===== config.mk =====
export PLATFORM = sky130hd
export DESIGN_NAME = config_loader
export DESIGN_NICKNAME = d
export VERILOG_FILES = /design/src/rtl/config_pkg.sv /design/src/rtl/serial_field_rx.sv /design/src/rtl/config_loader.sv
export SDC_FILE = /design/constraint.sdc
export NUM_CORES = 1
export LEC_CHECK = 0
export CAP_MARGIN = 0
export CORE_MARGIN = 4
export CORE_UTILIZATION = 35
export CTS_CLUSTER_SIZE = 24
export DETAILED_ROUTE_END_ITERATION = 6
export SETUP_SLACK_MARGIN = 0.5
export SLEW_MARGIN = 15
export SYNTH_ARGS = -nofsm -noshare
export SYNTH_HDL_FRONTEND = slang
export SYNTH_SLANG_ARGS = --single-unit

===== constraint.sdc =====
create_clock -name clock -period 3.7 [get_ports clock]
set_clock_uncertainty 0.2 [all_clocks]
set_input_delay 0.74 -clock clock [delete_from_list [all_inputs] [get_ports clock]]
set_output_delay 0.74 -clock clock [all_outputs]
set_load 0.05 [all_outputs]

===== src/rtl/config_pkg.sv =====
// config_pkg: shared definitions for the serial configuration loader.
//   - state_t           : loader FSM states
//   - TILE_FRAME_W      : bits per logic-tile frame (LUT[31:0] + registered-output select)
//   - SBOX_FRAME_W      : bits per switch-box frame
//   - HDR_W             : width of the sync word and of both count fields
//   - DEFAULT_SYNC_WORD : stream header the loader expects unless overridden
package config_pkg;

  localparam int TILE_FRAME_W = 33;
  localparam int SBOX_FRAME_W = 16;
  localparam int HDR_W        = 8;

  localparam logic [7:0] DEFAULT_SYNC_WORD = 8'hA5;

  typedef enum logic [3:0] {
    IDLE,
    SYNC,
    TCOUNT,
    TFRAME,
    TPAR,
    SCOUNT,
    SFRAME,
    SPAR,
    DONE,
    ERROR
  } state_t;

  // True while a load is in progress (everything except the three rest states).
  function automatic logic is_loading(state_t s);
    return !(s inside {IDLE, DONE, ERROR});
  endfunction

endpackage


===== src/rtl/serial_field_rx.sv =====
// serial_field_rx: LSB-first deserialiser for one field of run-time width.
// Ports:
//   clock, reset_n  : clock and synchronous active-low reset
//   clear           : synchronous clear of shift register, bit counter and parity
//   shift_en        : consume bit_in on this posedge
//   bit_in          : serial data bit
//   field_w         : length of the current field in bits (1..MAX_W)
//   keep_parity     : carry the running parity across the end of this field
//   value           : field contents including the bit being shifted this cycle
//   field_done      : this posedge consumes the last bit of the field
//   parity_ok       : running parity XOR bit_in is even (meaningful on a 1-bit parity field)
module serial_field_rx #(
  parameter int MAX_W = 33
) (
  input  logic             clock,
  input  logic             reset_n,
  input  logic             clear,
  input  logic             shift_en,
  input  logic             bit_in,
  input  logic [5:0]       field_w,
  input  logic             keep_parity,
  output logic [MAX_W-1:0] value,
  output logic             field_done,
  output logic             parity_ok
);

  logic [MAX_W-1:0] sreg;
  logic [5:0]       bit_cnt;
  logic             run_par;

  // Bits above bit_cnt are always zero, so OR-ing in the new bit at its final
  // position yields the complete field on the cycle the last bit arrives.
  assign value      = sreg | (MAX_W'(bit_in) << bit_cnt);
  assign field_done = shift_en && (bit_cnt == field_w - 6'd1);
  assign parity_ok  = ~(run_par ^ bit_in);

  always_ff @(posedge clock) begin
    if (!reset_n || clear) begin
      sreg    <= '0;
      bit_cnt <= '0;
      run_par <= 1'b0;
    end else if (shift_en) begin
      if (field_done) begin
        // Counter wraps at the field length; the shift register restarts empty.
        sreg    <= '0;
        bit_cnt <= '0;
        run_par <= keep_parity ? (run_par ^ bit_in) : 1'b0;
      end else begin
        sreg    <= value;
        bit_cnt <= bit_cnt + 6'd1;
        run_par <= run_par ^ bit_in;
      end
    end
  end

endmodule


===== src/rtl/config_loader.sv =====
// config_loader: receives a framed serial bitstream and writes tile and
// switch-box configuration frames onto the fabric configuration bus.
// Stream: SYNC(8) TCNT(8) TCNT x {tile(33) par(1)} SCNT(8) SCNT x {sbox(16) par(1)},
// every field LSB first, parity even over frame + parity bit.
// Ports:
//   clock, reset_n : clock and synchronous active-low reset
//   start          : one-cycle pulse, arms a load from IDLE/DONE/ERROR only
//   serial_input   : bitstream data
//   serial_valid   : qualifier; a bit is consumed on each posedge where it is 1.
//                    There is no ready: the loader accepts every valid bit while
//                    loading (including on a write-strobe cycle) and discards
//                    valid bits while idle, done or in error.
//   cfg_addr       : frame index of the last write (held until the next write)
//   cfg_data       : payload of the last write; switch-box writes zero [32:16]
//   tile_we        : one-cycle tile write strobe, the cycle after its parity bit
//   sbox_we        : one-cycle switch-box write strobe, the cycle after its parity bit
//   busy/done/error: status levels decoded from the FSM state
module config_loader
  import config_pkg::*;
#(
  parameter int         MAX_TILES = 16,
  parameter int         MAX_SBOX  = 16,
  parameter logic [7:0] SYNC_WORD = DEFAULT_SYNC_WORD
) (
  input  logic        clock,
  input  logic        reset_n,
  input  logic        start,
  input  logic        serial_input,
  input  logic        serial_valid,
  output logic [7:0]  cfg_addr,
  output logic [32:0] cfg_data,
  output logic        tile_we,
  output logic        sbox_we,
  output logic        busy,
  output logic        done,
  output logic        error
);

  localparam logic [7:0] MAX_T8 = 8'(MAX_TILES);
  localparam logic [7:0] MAX_S8 = 8'(MAX_SBOX);
  localparam logic [5:0] W_HDR  = 6'(HDR_W);
  localparam logic [5:0] W_TILE = 6'(TILE_FRAME_W);
  localparam logic [5:0] W_SBOX = 6'(SBOX_FRAME_W);

  state_t state, state_next;

  logic [7:0]  count;
  logic [7:0]  idx;
  logic [32:0] frame;

  logic [5:0]  field_w;
  logic        keep_parity;
  logic        rx_shift;
  logic        rx_clear;
  logic [32:0] rx_value;
  logic        field_done;
  logic        parity_ok;

  logic        load_count;
  logic        load_frame;
  logic        idx_clear;
  logic        idx_inc;
  logic        wr_tile;
  logic        wr_sbox;

  serial_field_rx #(
    .MAX_W (TILE_FRAME_W)
  ) u_rx (
    .clock       (clock),
    .reset_n     (reset_n),
    .clear       (rx_clear),
    .shift_en    (rx_shift),
    .bit_in      (serial_input),
    .field_w     (field_w),
    .keep_parity (keep_parity),
    .value       (rx_value),
    .field_done  (field_done),
    .parity_ok   (parity_ok)
  );

  always_ff @(posedge clock) begin
    if (!reset_n) state <= IDLE;
    else          state <= state_next;
  end

  always_comb begin
    state_next  = state;
    field_w     = W_HDR;
    keep_parity = 1'b0;
    rx_shift    = 1'b0;
    rx_clear    = 1'b0;
    load_count  = 1'b0;
    load_frame  = 1'b0;
    idx_clear   = 1'b0;
    idx_inc     = 1'b0;
    wr_tile     = 1'b0;
    wr_sbox     = 1'b0;
    busy        = is_loading(state);
    done        = (state == DONE);
    error       = (state == ERROR);

    case (state)
      IDLE, DONE, ERROR: begin
        if (start) begin
          state_next = SYNC;
          rx_clear   = 1'b1;
          idx_clear  = 1'b1;
        end
      end
      SYNC: begin
        rx_shift = serial_valid;
        if (field_done) state_next = (rx_value[7:0] == SYNC_WORD) ? TCOUNT : ERROR;
      end
      TCOUNT: begin
        rx_shift = serial_valid;
        if (field_done) begin
          load_count = 1'b1;
          idx_clear  = 1'b1;
          if (rx_value[7:0] > MAX_T8)       state_next = ERROR;
          else if (rx_value[7:0] == 8'd0)   state_next = SCOUNT;
          else                              state_next = TFRAME;
        end
      end
      TFRAME: begin
        field_w     = W_TILE;
        keep_parity = 1'b1;
        rx_shift    = serial_valid;
        if (field_done) begin
          load_frame = 1'b1;
          state_next = TPAR;
        end
      end
      TPAR: begin
        field_w  = 6'd1;
        rx_shift = serial_valid;
        if (field_done) begin
          if (parity_ok) begin
            wr_tile    = 1'b1;
            idx_inc    = 1'b1;
            state_next = ((idx + 8'd1) < count) ? TFRAME : SCOUNT;
          end else begin
            state_next = ERROR;
          end
        end
      end
      SCOUNT: begin
        rx_shift = serial_valid;
        if (field_done) begin
          load_count = 1'b1;
          idx_clear  = 1'b1;
          if (rx_value[7:0] > MAX_S8)       state_next = ERROR;
          else if (rx_value[7:0] == 8'd0)   state_next = DONE;
          else                              state_next = SFRAME;
        end
      end
      SFRAME: begin
        field_w     = W_SBOX;
        keep_parity = 1'b1;
        rx_shift    = serial_valid;
        if (field_done) begin
          load_frame = 1'b1;
          state_next = SPAR;
        end
      end
      SPAR: begin
        field_w  = 6'd1;
        rx_shift = serial_valid;
        if (field_done) begin
          if (parity_ok) begin
            wr_sbox    = 1'b1;
            idx_inc    = 1'b1;
            state_next = ((idx + 8'd1) < count) ? SFRAME : DONE;
          end else begin
            state_next = ERROR;
          end
        end
      end
      default: state_next = IDLE;
    endcase
  end

  always_ff @(posedge clock) begin
    if (!reset_n) begin
      count    <= '0;
      idx      <= '0;
      frame    <= '0;
      cfg_addr <= '0;
      cfg_data <= '0;
      tile_we  <= 1'b0;
      sbox_we  <= 1'b0;
    end else begin
      tile_we <= wr_tile;
      sbox_we <= wr_sbox;
      if (load_count) count <= rx_value[7:0];
      if (load_frame) frame <= (state == SFRAME) ? {17'b0, rx_value[15:0]} : rx_value;
      if (idx_clear)    idx <= '0;
      else if (idx_inc) idx <= idx + 8'd1;
      // Address and payload are registered with the strobe and then held.
      if (wr_tile || wr_sbox) begin
        cfg_addr <= idx;
        cfg_data <= frame;
      end
    end
  end

endmodule


# After elaboration in Yosys (flattened, before gate mapping)
# Index checks and enable logic that the tools add are counted.
# Widths: inputs -> output; s select.
[word_totals]
elab_cells = 91
regBits = 136
output_inout_bits = 46
[op_classes]
eq_ne = 19
n_lt_le_gt_ge = 2
n_bitwise = 3
n_reduce_logical = 15
addsub = 3
shifts = 1
n_mux = 37
[ops]
columns = ["op", "n"]
rows = [
  ["$mux 33", 2],
  ["$mux 4", 15],
  ["$or 33x33->33", 1],
  ["$shl 1x6->33", 1],
  ["$pmux 4 s8", 1],
  ["$pmux 6 s3", 1],
  ["$eq 4x3->1 const B", 4],
  ["$ne 2x2->1 const B", 8],
  ["$mux 1", 14],
  ["$add 8x1->8 const B", 1],
  ["$eq 4x2->1 const B", 2],
  ["$eq 4x4->1 const B", 2],
  ["$eq 8x8->1 const B", 1],
  ["$gt 8x5->1 const B", 1],
  ["$logic_not 8->1", 1],
  ["$lt 8x8->1", 1],
  ["$reduce_and 8->1", 1],
  ["$reduce_or 2->1", 4],
  ["$reduce_or 7->1", 1],
  ["$add 6x1->6 const B", 1],
  ["$eq 6x6->1", 1],
  ["$mux 3", 2],
  ["$mux 6", 1],
  ["$sub 6x1->6 const B", 1],
  ["other kinds (10)", 12],
]

# Logic depth before layout (Yosys ltp)
[depth]
ltp_word = 9
depth_mapped = 12
mapped_depth_nobuf = 11

# By module
# A second synthesis with hierarchy kept.
[hier_totals]
hier_cells = 750
hier_area_um2 = 6247.2
[modules_own_cells]
columns = ["mod", "area_each_um2", "n_inst", "seq_area_each_um2", "cells_per_inst"]
rows = [
  ["config_loader", 4295.4, 1, 1921.8, 518],
  ["serial_field_rx", 1951.9, 1, 800.8, 232],
]

# Worst setup path after synthesis
# No wires, ideal clock.
[synth_timing]
path_kind = "flip-flop to flip-flop"
from = "reg idx[2]"
to = "reg state[3]"
path_slack_ns = 0.986
required_ns = 3.379
path_buffers = 1
period_less_slack_ns = 2.714
path_stages_with_launch = 12
arrival_time_ns = 2.394
cell_sequence = "dfxtp_1 > nand3_1 > or2_2 > clkbuf_1 > xnor2_1 > ha_1 > a21o_1 > a21o_1 > a211oi_1 > a211oi_1 > nor4_1 > o21bai_1"
[synth_via]
elab_chain_cells = 6
[synth_rtl]
columns = ["item", "line_no", "source"]
rows = [
  ["start: declaration", "config_loader.sv:48", "logic [7:0] idx;"],
  ["start signal: assignment", "config_loader.sv:197", "else if (idx_inc) idx <= idx + 8'd1;"],
  ["$add 8x1->8", "config_loader.sv:172", "state_next = ((idx + 8'd1) < count) ? SFRAME : DONE;"],
  ["$lt 8x8->1", "config_loader.sv:172", ""],
  ["$mux 4", "config_loader.sv:172", ""],
  ["$mux 4", "config_loader.sv:169", "if (parity_ok) begin"],
  ["$mux 4", "config_loader.sv:168", "if (field_done) begin"],
  ["$pmux 4 s8", "config_loader.sv:102", "case (state)"],
  ["end signal: assignment", "config_loader.sv:83", "else state <= state_next;"],
  ["end: declaration", "config_loader.sv:45", "state_t state, state_next;"],
]
# Every way passes these cells. The select of a mux whose other input is x is not followed.
# A chain may end at the register's enable or synchronous reset.

# Final worst setup path
[layout_timing]
from = "reg state[3]"
to = "out done"
[layout_via]
elab_chain_cells = 1
[layout_rtl]
columns = ["item", "line_no", "source"]
rows = [
  ["$eq 4x4->1", "config_loader.sv:99", "done = (state == DONE);"],
  ["end: declaration", "config_loader.sv:35", "output logic done,"],
]
# Every way passes these cells.

==> reports/qor.yml <==
yosys:
  ys_dominant_reg_cell: "dfxtp_1"
  synth.avg_cell_area_sq_um: 8.127
  async_flop_share_pct: 0
  synth-edff-count: 0
  ys_top_cells_by_area: "dfxtp_1 (46%), a21oi_1 (8.8%), nand2_1 (7.4%)"
  syn-cell-area_sq_um: 5957
  synth_top_cell_area_share_pct: 45.70
  synth_seq_cells: 136
  post_synthesis_cell_type_with_the_largest_combined_area: "dfxtp_1"
  post_synth_num_cell_types: 59
  synth_warnings: 0
  postSynthNetCount: 747
  syn_inst: 733
  seq_area_frac_synth_pct: 45.70
die:
  floorplan.initialDensity_pct: 35.79
  floorplan.die_area_sq_um: 19170
  die_h_um: 138.5
  fp.dieW_um: 138.5
  core_sq_um: 16640
  core.rowCount: 47
  design.portCount: 51
sta:
  worst_slew_margin_rel_pct: 37.31
  worst-slew-pin-transition_ns: 0.9369
  fmaxAchievable_mhz: 331.5
  final.period_utilization_pct: 81.54
  final-max-slew-violation-count: 0
  min_period_ns: 3.017
  setup_viol: 0
  rsz0062_at_grt: "no"
  hold_viol: 0
  totalNegativeSetupSlack_ns: 0
critical_path:
  critPathLaunchType: "flip-flop"
  required_ns: 2.76
  setup.worst_path.class: "reg -> out"
  worst_setup_path_end_kind: "primary output"
  worst_ep_arrival_time_ns: 2.08
  cp_max_fo: 12
global_routing:
  first_pass_grt_wire_length_um: 24830
  globalRouteTotalUtil_pct: 15.65
  grt_antenna_before_repair: 0
  gr-total-overflow: 0
  grt_max_degree: 87
  number_of_global_route_vias_before_repair: 4902
finish:
  top_library_cells_by_usage_in_the_layout_fill_and_taps_aside: "dfxtp_1 (132), nand2_1 (117), a21oi_1 (105)"
  final_design_area_no_fill_sq_um: 7283
  antennaDiodeCount: 0
  layout-drive-gt1-share_pct: 8.963
  design.final.nets: 782
  syn2layout_area_growth_pct: 22.26
  mostFrequentLayoutCell: "dfxtp_1"
  final_layout_fill_cell_count: 1665
hold_path:
  hold_class: "reg -> reg"
cts:
  cts_inserted_buffers: 17
  max-clock-path-buffers: 2
  cts_root_buf: "clkbuf_16"
  worst_skew_pair.late_latency_ns: 0.41
  cts_htree_levels: 4
  post_cts_hold_buffer_count: 0
  cts_tree: "yes"
  cts_num_sinks: 136
  path_clk_slew_ns: 0.06
pwr:
  p_seq_share_pct: 44.0
  leakage_nw: 2.428
  vdd_ir_drop_max_mv: 0.3220
  power.share.clock_pct: 50.9
  switching_fraction_of_total_power_pct: 22.71
  p_per_area_nw_per_um2: 463.3
  netSwitchingPower_mw: 0.7662
  pwr-share-comb_pct: 5.1
  design_power_total_mw: 3.375
  power.internal_mw: 2.608
run_status:
  status: "complete, no violations"
drt:
  drt_pass1_iterations: 5
  detailroute.via_count: 5194
  final_antenna_net_count: 0
  dr.first_iter.drc_count: 345
  wl_per_cell_um: 15.07
  drt_wl_total_um: 15090
  vias_per_cell: 5.189
  drc_errors: 0
flow_run:
  max_capacitance_violation_count: 0
place:
  placedInstanceArea_sq_um: 6650
  portBuffers: 50
  place_hpwl_um: 10200
  gp_routability_congestion: 0.8958
## kinds of logic after synthesis
| group | after synthesis | synth area share, % |
|---|---|---|
| AOI/OAI and AO/OA | 194 | 20.00 |
| xor gates and xnor gates | 17 | 2.500 |
| adders and majority gates | 9 | 1.890 |
| buffers and inverters | 61 | 4.726 |
| DFF | 136 | 45.70 |
| muxes | 1 | 0.1680 |
| and+or+nand+nor | 315 | 25.02 |
## cells in the mapped netlist, drive strengths merged (9+ instances only)
cell type and instances:
ha 9, or3 24, buf 17, clkbuf 33, nand2 117, xor2 9, nand3 12, inv 10
dfxtp 136, a211oi 31, o21ai 16, nor3 29, a31oi 14, a21oi 105, and3 10, nor2 81
## power groups by stage
stage,logic (mW),clock network [mW],registers (mW)
floorplan,0.127,0,1.51
global placement,0.173,0,1.52
detailed placement,0.172,0,1.52
CTS,0.173,1.75,1.48
global route,0.188,1.82,1.49
finish,0.173,1.72,1.49
## critical path: stages (launching register included)
cell	delay, ns
dfxtp_1	0.54
nand2b_1	0.15
nor3_1	0.14
clkdlybuf4s50_1	0.82
## what timing repair did
item | CTS | global route
buffers inserted | 0 | 0
gates cloned | 0 | 0
pin swaps | 0 | 1
endpoints found under the setup margin | 1 | 51
resized for setup | 1 | 10
## flip-flops by register name, summed over array words and instances, names as in the netlist
name / cells
u_rx.sreg: 33
u_rx.bit_cnt: 6
cfg_data: 33
state: 4
idx: 8
cfg_addr: 8
u_rx.run_par: 1
tile_we: 1
frame: 33
sbox_we: 1
count: 8
## worst paths after layout
| check | end | slack (ns) | from | cells after the start |
|---|---|---|---|---|
| setup / recovery | done | 0.68 | state[3]$_SDFFE_PN0P_ | 3 |
| hold / removal | cfg_data[3]$_SDFFE_PN0P_ | 0.25 | frame[3]$_SDFFE_PN0P_ | 2 |
| setup reg to reg | state[2]$_SDFFE_PN0P_ | 0.71 | idx[1]$_SDFFE_PP0P_ | 11 |
| hold reg to reg | cfg_data[3]$_SDFFE_PN0P_ | 0.25 | frame[3]$_SDFFE_PN0P_ | 2 |
## area by class of cell
class / instances / area [sq um] / share of cell area (%)
multi-input cells: 536 / 2993 / 41.09
clock inverters: 10 / 143.9 / 1.976
well taps: 220 / 275.3 / 3.779
clock buffers: 22 / 454.2 / 6.236
flip-flops and latches: 136 / 2728 / 37.45
repair buffers: 66 / 648.1 / 8.899
inverters: 11 / 41.29 / 0.5669
## layer usage
metal  GRT usage [%]  vias to the layer above  part of all wire [%]
met5               0                        -                     0
met3           3.315                       23                   4.0
met2           26.08                       87                    48
met4           5.408                        0                   1.5
li1                -                     2641                     -
met1           20.18                     2443                    47
## through the flow
stage	setup WS, ns	hold WS (ns)	std cells	util, %
floorplan	0.9855	0.2321	733	-
global placement	0.3664	0.2407	969	39.96
detailed placement	0.3438	0.2439	969	39.96
CTS	0.5178	0.2529	1001	43.55
global route	0.5341	0.2718	1001	43.76
finish	0.6830	0.2516	1001	43.76
Power figures use the tool's default switching activity.
==> patch 1: new RTL, same settings <==
The output `tile_we` loses its register stage (`tile_we` becomes a continuous assignment). Comments in the files are not updated.
--- a/src/rtl/config_loader.sv
+++ b/src/rtl/config_loader.sv
@@ -188,6 +188,4 @@
       cfg_data <= '0;
-      tile_we  <= 1'b0;
       sbox_we  <= 1'b0;
     end else begin
-      tile_we <= wr_tile;
       sbox_we <= wr_sbox;
@@ -205,2 +203,4 @@
 
+  assign tile_we = wr_tile;
+
 endmodule
Function: no difference found for any inputs over 10 cycles, from zero or initial values and one cycle with reset_n low; that may be too few to reach the edited logic, so the function may still have changed.
==> patch 1 against the unedited design <==
  * Count of clock-buffer cells in the layout increased by 4
  * Total power increased by 1.8%
  * Sequential cell count decreased by 1
  * First-iteration DRC count increased by 15%
  * Routed wire length decreased by 3.5%
  * Setup slack got worse by 0.078 ns
  * Synthesized area increased by 0.40%
  * Critical endpoint is now tile_we
  * Design area increased by 1.7%
==> patch 1: results (changes against the unedited design) <==
Finish
  – Filler cells: 1583 (-4.9%)
  – Final net count: 746 (-4.6%)
  – Fraction of layout cells with a size suffix above 1: 0.09933 (+0.009700)

Timing
  – Least-Margin Pin Slew: 0.8094 ns (-0.1275 ns)

Global route
  – GRT Util Overall: 0.1525 (-0.004045)
  – Largest net degree at the start of global routing: 78 (-10%)
  – Vias in the first global route: 4871 (-0.63%)
  – Global-route wire length before repair: 24.45 mm (-1.5%)
  – Initial antenna violation count: 1 (+1)

Power
  – VDD IR max: 284.8 uV (-12%)
  – Power Internal: 2.697 mW (+3.4%)
  – Leak: 3.066 nW (+26%)

Routing
  – Final WL: 14.56 mm (-3.5%)
  – WL per Instance: 15.09 um (+0.12%)
  – DR vias/cell: 5.192 (about the same)
  – DR iter-0 viols: 397 (+15%)

Place
  – Pre-CTS WS: 0.4212 ns (+0.07745 ns)
  – Cells after DPL: 932 (-3.8%)
  – Placed inst area: 6730 um2 (+1.2%)
  – Post-DP HPWL: 10.22 mm (+0.18%)
  – Placer Congestion: 0.8772 (-2.1%)

Critical path
  – Worst endpoint data arrival time: 2.15 ns (+0.07 ns)
  – Crit path largest cell delay: 0.50 ns (-0.32 ns)
  – CP Max Fanout: 2 (-10)
  – Crit-path leading delay family: simple AND/OR/NAND/NOR gates

Synth
  – List of most frequent post-synthesis cells: dfxtp_1, nor2_1, a21oi_1
  – Syn nets: 705 (-5.6%)
  – Post-synthesis sequential area ratio: 0.4519 (-0.005164)
  – Dominant cells by area after synthesis: dfxtp_1, mux2i_1, nor2_1
  – Syn Area/Cell: 8.655 um2 (+6.5%)

Outcome
  – Status: finished, final reports clean

CTS
  – Worst-case clock buffer depth: 2 (unchanged)
  – CTS clk-pin slew, worst paths: 0.05 ns

Job
  – Maxcap violations: 0 (unchanged)
## patch 1: cells by family (layout without fill, tap and decap cells)
group | after synthesis | count (layout) | share of synthesized area
fa+ha+maj | 9 | 9 | 0.01883
xor+xnor | 19 | 19 | 0.02782
flops | 135 | 135 | 0.4519
mux | 47 | 47 | 0.07866
compound gates | 151 | 151 | 0.1573
simple gates | 266 | 266 | 0.2192
buf+inv | 64 | 118 | 0.04623
## patch 1: what timing repair did
action / CTS / global route
endpoints found under the setup margin: 3 / 6
pin swaps: 1 / 2
resized for setup: 7 / 7
setup buffers: 1 / 0
## patch 1: final cells by class
class                      instances  area [um2]  share of cell area
tap                              220       275.3             0.03717
clock inverter                     6       110.1             0.01487
timing repair buffer              71       684.4             0.09243
clock buffer                      26       529.3             0.07148
multi-input combinational        492        3034              0.4098
inverter                          15       56.30            0.007604
sequential                       135        2715              0.3667
## patch 1: worst paths after layout
path,slack [ns],from,endpoint,cells past startpoint
setup / recovery,0.61,serial_valid,tile_we,6
hold / removal,0.26,count[2]$_SDFFE_PN0P_,count[2]$_SDFFE_PN0P_,2
setup reg to reg,0.61,idx[0]$_SDFFE_PP0P_,state[1]$_SDFFE_PN0P_,10
hold reg to reg,0.26,count[2]$_SDFFE_PN0P_,count[2]$_SDFFE_PN0P_,2
## patch 1: worst min-delay path, delay by kind of cell, from the launching register on
family	cells	cell delay, ns
AOI/OAI and AO/OA	1	0.05
DFF	1	0.30
and+or+nand+nor	1	0.05
## patch 1: power by group through the flow
stage / Sequential [mW] / Clock, mW / Combinational, mW
final: 1.48 / 1.79 / 0.164
after global routing: 1.48 / 1.90 / 0.178
after CTS: 1.48 / 1.81 / 0.164
after detailed placement: 1.51 / 0 / 0.165
after global placement: 1.51 / 0 / 0.164
after floorplan: 1.49 / 0 / 0.124
## patch 1: per-layer routing
metal / vias up / track usage / share of wire
met4: 2 / 0.05613 / 0.018
met3: 22 / 0.03828 / 0.045
met2: 108 / 0.2400 / 0.45
li1: 2507 / - / -
met1: 2371 / 0.2034 / 0.49
met5: - / 0 / 0.00048
==> patch 2: new RTL, config.mk and constraints unchanged <==
Made on the original files. Set the parameter `MAX_TILES` to 12 (it was 16).
--- a/src/rtl/config_loader.sv
+++ b/src/rtl/config_loader.sv
@@ -20,3 +20,3 @@
 #(
-  parameter int         MAX_TILES = 16,
+  parameter int         MAX_TILES = 12,
   parameter int         MAX_SBOX  = 16,
Behaviour: no difference found for any inputs over 10 cycles, from zero or initial values and one cycle with reset_n low; that may be too few to reach the edited logic, so the function may still have changed.
==> patch 2 against the unedited design <==
  * Design area rose by 1.2%
  * Synthesized cell count up 1.5%
  * Routed wire length is 1.4% lower
  * Critical endpoint is now state[2]$_SDFFE_PN0P_
  * Synthesized area increased by 1.6%
  * Sequential cell count did not move
  * Setup slack improved by 0.036 ns
  * Combinational power down 13%
  * Total power rose by 4.0%
  * Via count increased by 0.85%
  * Hold slack lost 0.0011 ns
==> patch 2: results (changes against the unedited design) <==
Routing
  – Via Count: 5238 (+0.85%)
  – DR iter-0 viols: 384 (+11%)
  – Met3 wire length: 577 um (-4.2%)
  – Met1 WL: 7.467 mm (+6.0%)
  – Met2 wire len: 6.593 mm (-8.5%)
  – WL per Instance: 14.73 um (-2.3%)

Timing
  – Hold Slack: 0.2505 ns (-0.001111 ns)
  – Least-Margin Pin Slew: 0.9072 ns (-0.02965 ns)
  – Fmax: 335.5 MHz (+1.2%)

Place
  – Placer Congestion: 0.8872 (-0.96%)
  – Post-DP HPWL: 10.00 mm (-1.9%)
  – Pre-CTS WS: 0.3884 ns (+0.04465 ns)
  – Cells after DPL: 978 (+0.93%)

Global route
  – GR Util met2: 0.2257 (-0.03509)
  – GRT Util Overall: 0.1549 (-0.001617)
  – Global-route wire length before repair: 24.88 mm (+0.22%)
  – Vias in the first global route: 4849 (-1.1%)

Synth
  – Adder-Cell Fraction of Synth Area: 0.01860 (-0.0003009)

Finish
  – Clock buffers: 18 (-18%)
  – Design area: 7367 um2 (+1.2%)
  – Logic inverters: 10 (-1)
  – Multi-input gate area: 3024 um2 (+1.0%)
  – NonClk Buf Share: 0.08815 (-0.0008428)
  – Filler cells: 1688 (+1.4%)

Critical path
  – CP max-delay cell: dfxtp_1
  – CP Max Fanout: 5 (-7)
  – Crit-path leading delay family: compound AO/OA/AOI/OAI gates

Power
  – Sw frac: 0.2214 (-0.005630)
  – VDD IR max: 316.9 uV (-1.6%)

Outcome
  – Status: finished, final reports clean
==> patch 2: worst paths after layout <==
check,to,start
worst max-delay path,state[2]$_SDFFE_PN0P_,idx[0]$_SDFFE_PP0P_
worst min-delay path,cfg_data[20]$_SDFFE_PN0P_,frame[20]$_SDFFE_PN0P_
worst max register to register,state[2]$_SDFFE_PN0P_,idx[0]$_SDFFE_PP0P_
worst min register to register,cfg_data[20]$_SDFFE_PN0P_,frame[20]$_SDFFE_PN0P_
==> patch 2: power by group through the flow <==
| stage | Sequential [mW] | Clock [mW] | Combinational [mW] |
|---|---|---|---|
| after CTS | 1.48 | 1.91 | 0.149 |
| after detailed placement | 1.52 | 0 | 0.151 |
| final | 1.48 | 1.88 | 0.150 |
| after global placement | 1.52 | 0 | 0.153 |
| after global routing | 1.48 | 1.97 | 0.164 |
| after floorplan | 1.50 | 0 | 0.116 |
==> patch 2: timing repair <==
item	CTS	global route
hold buffers	0	0
setup endpoints to repair	3	2
resized for setup	3	2
pin swaps	0	0
cloned	0	0
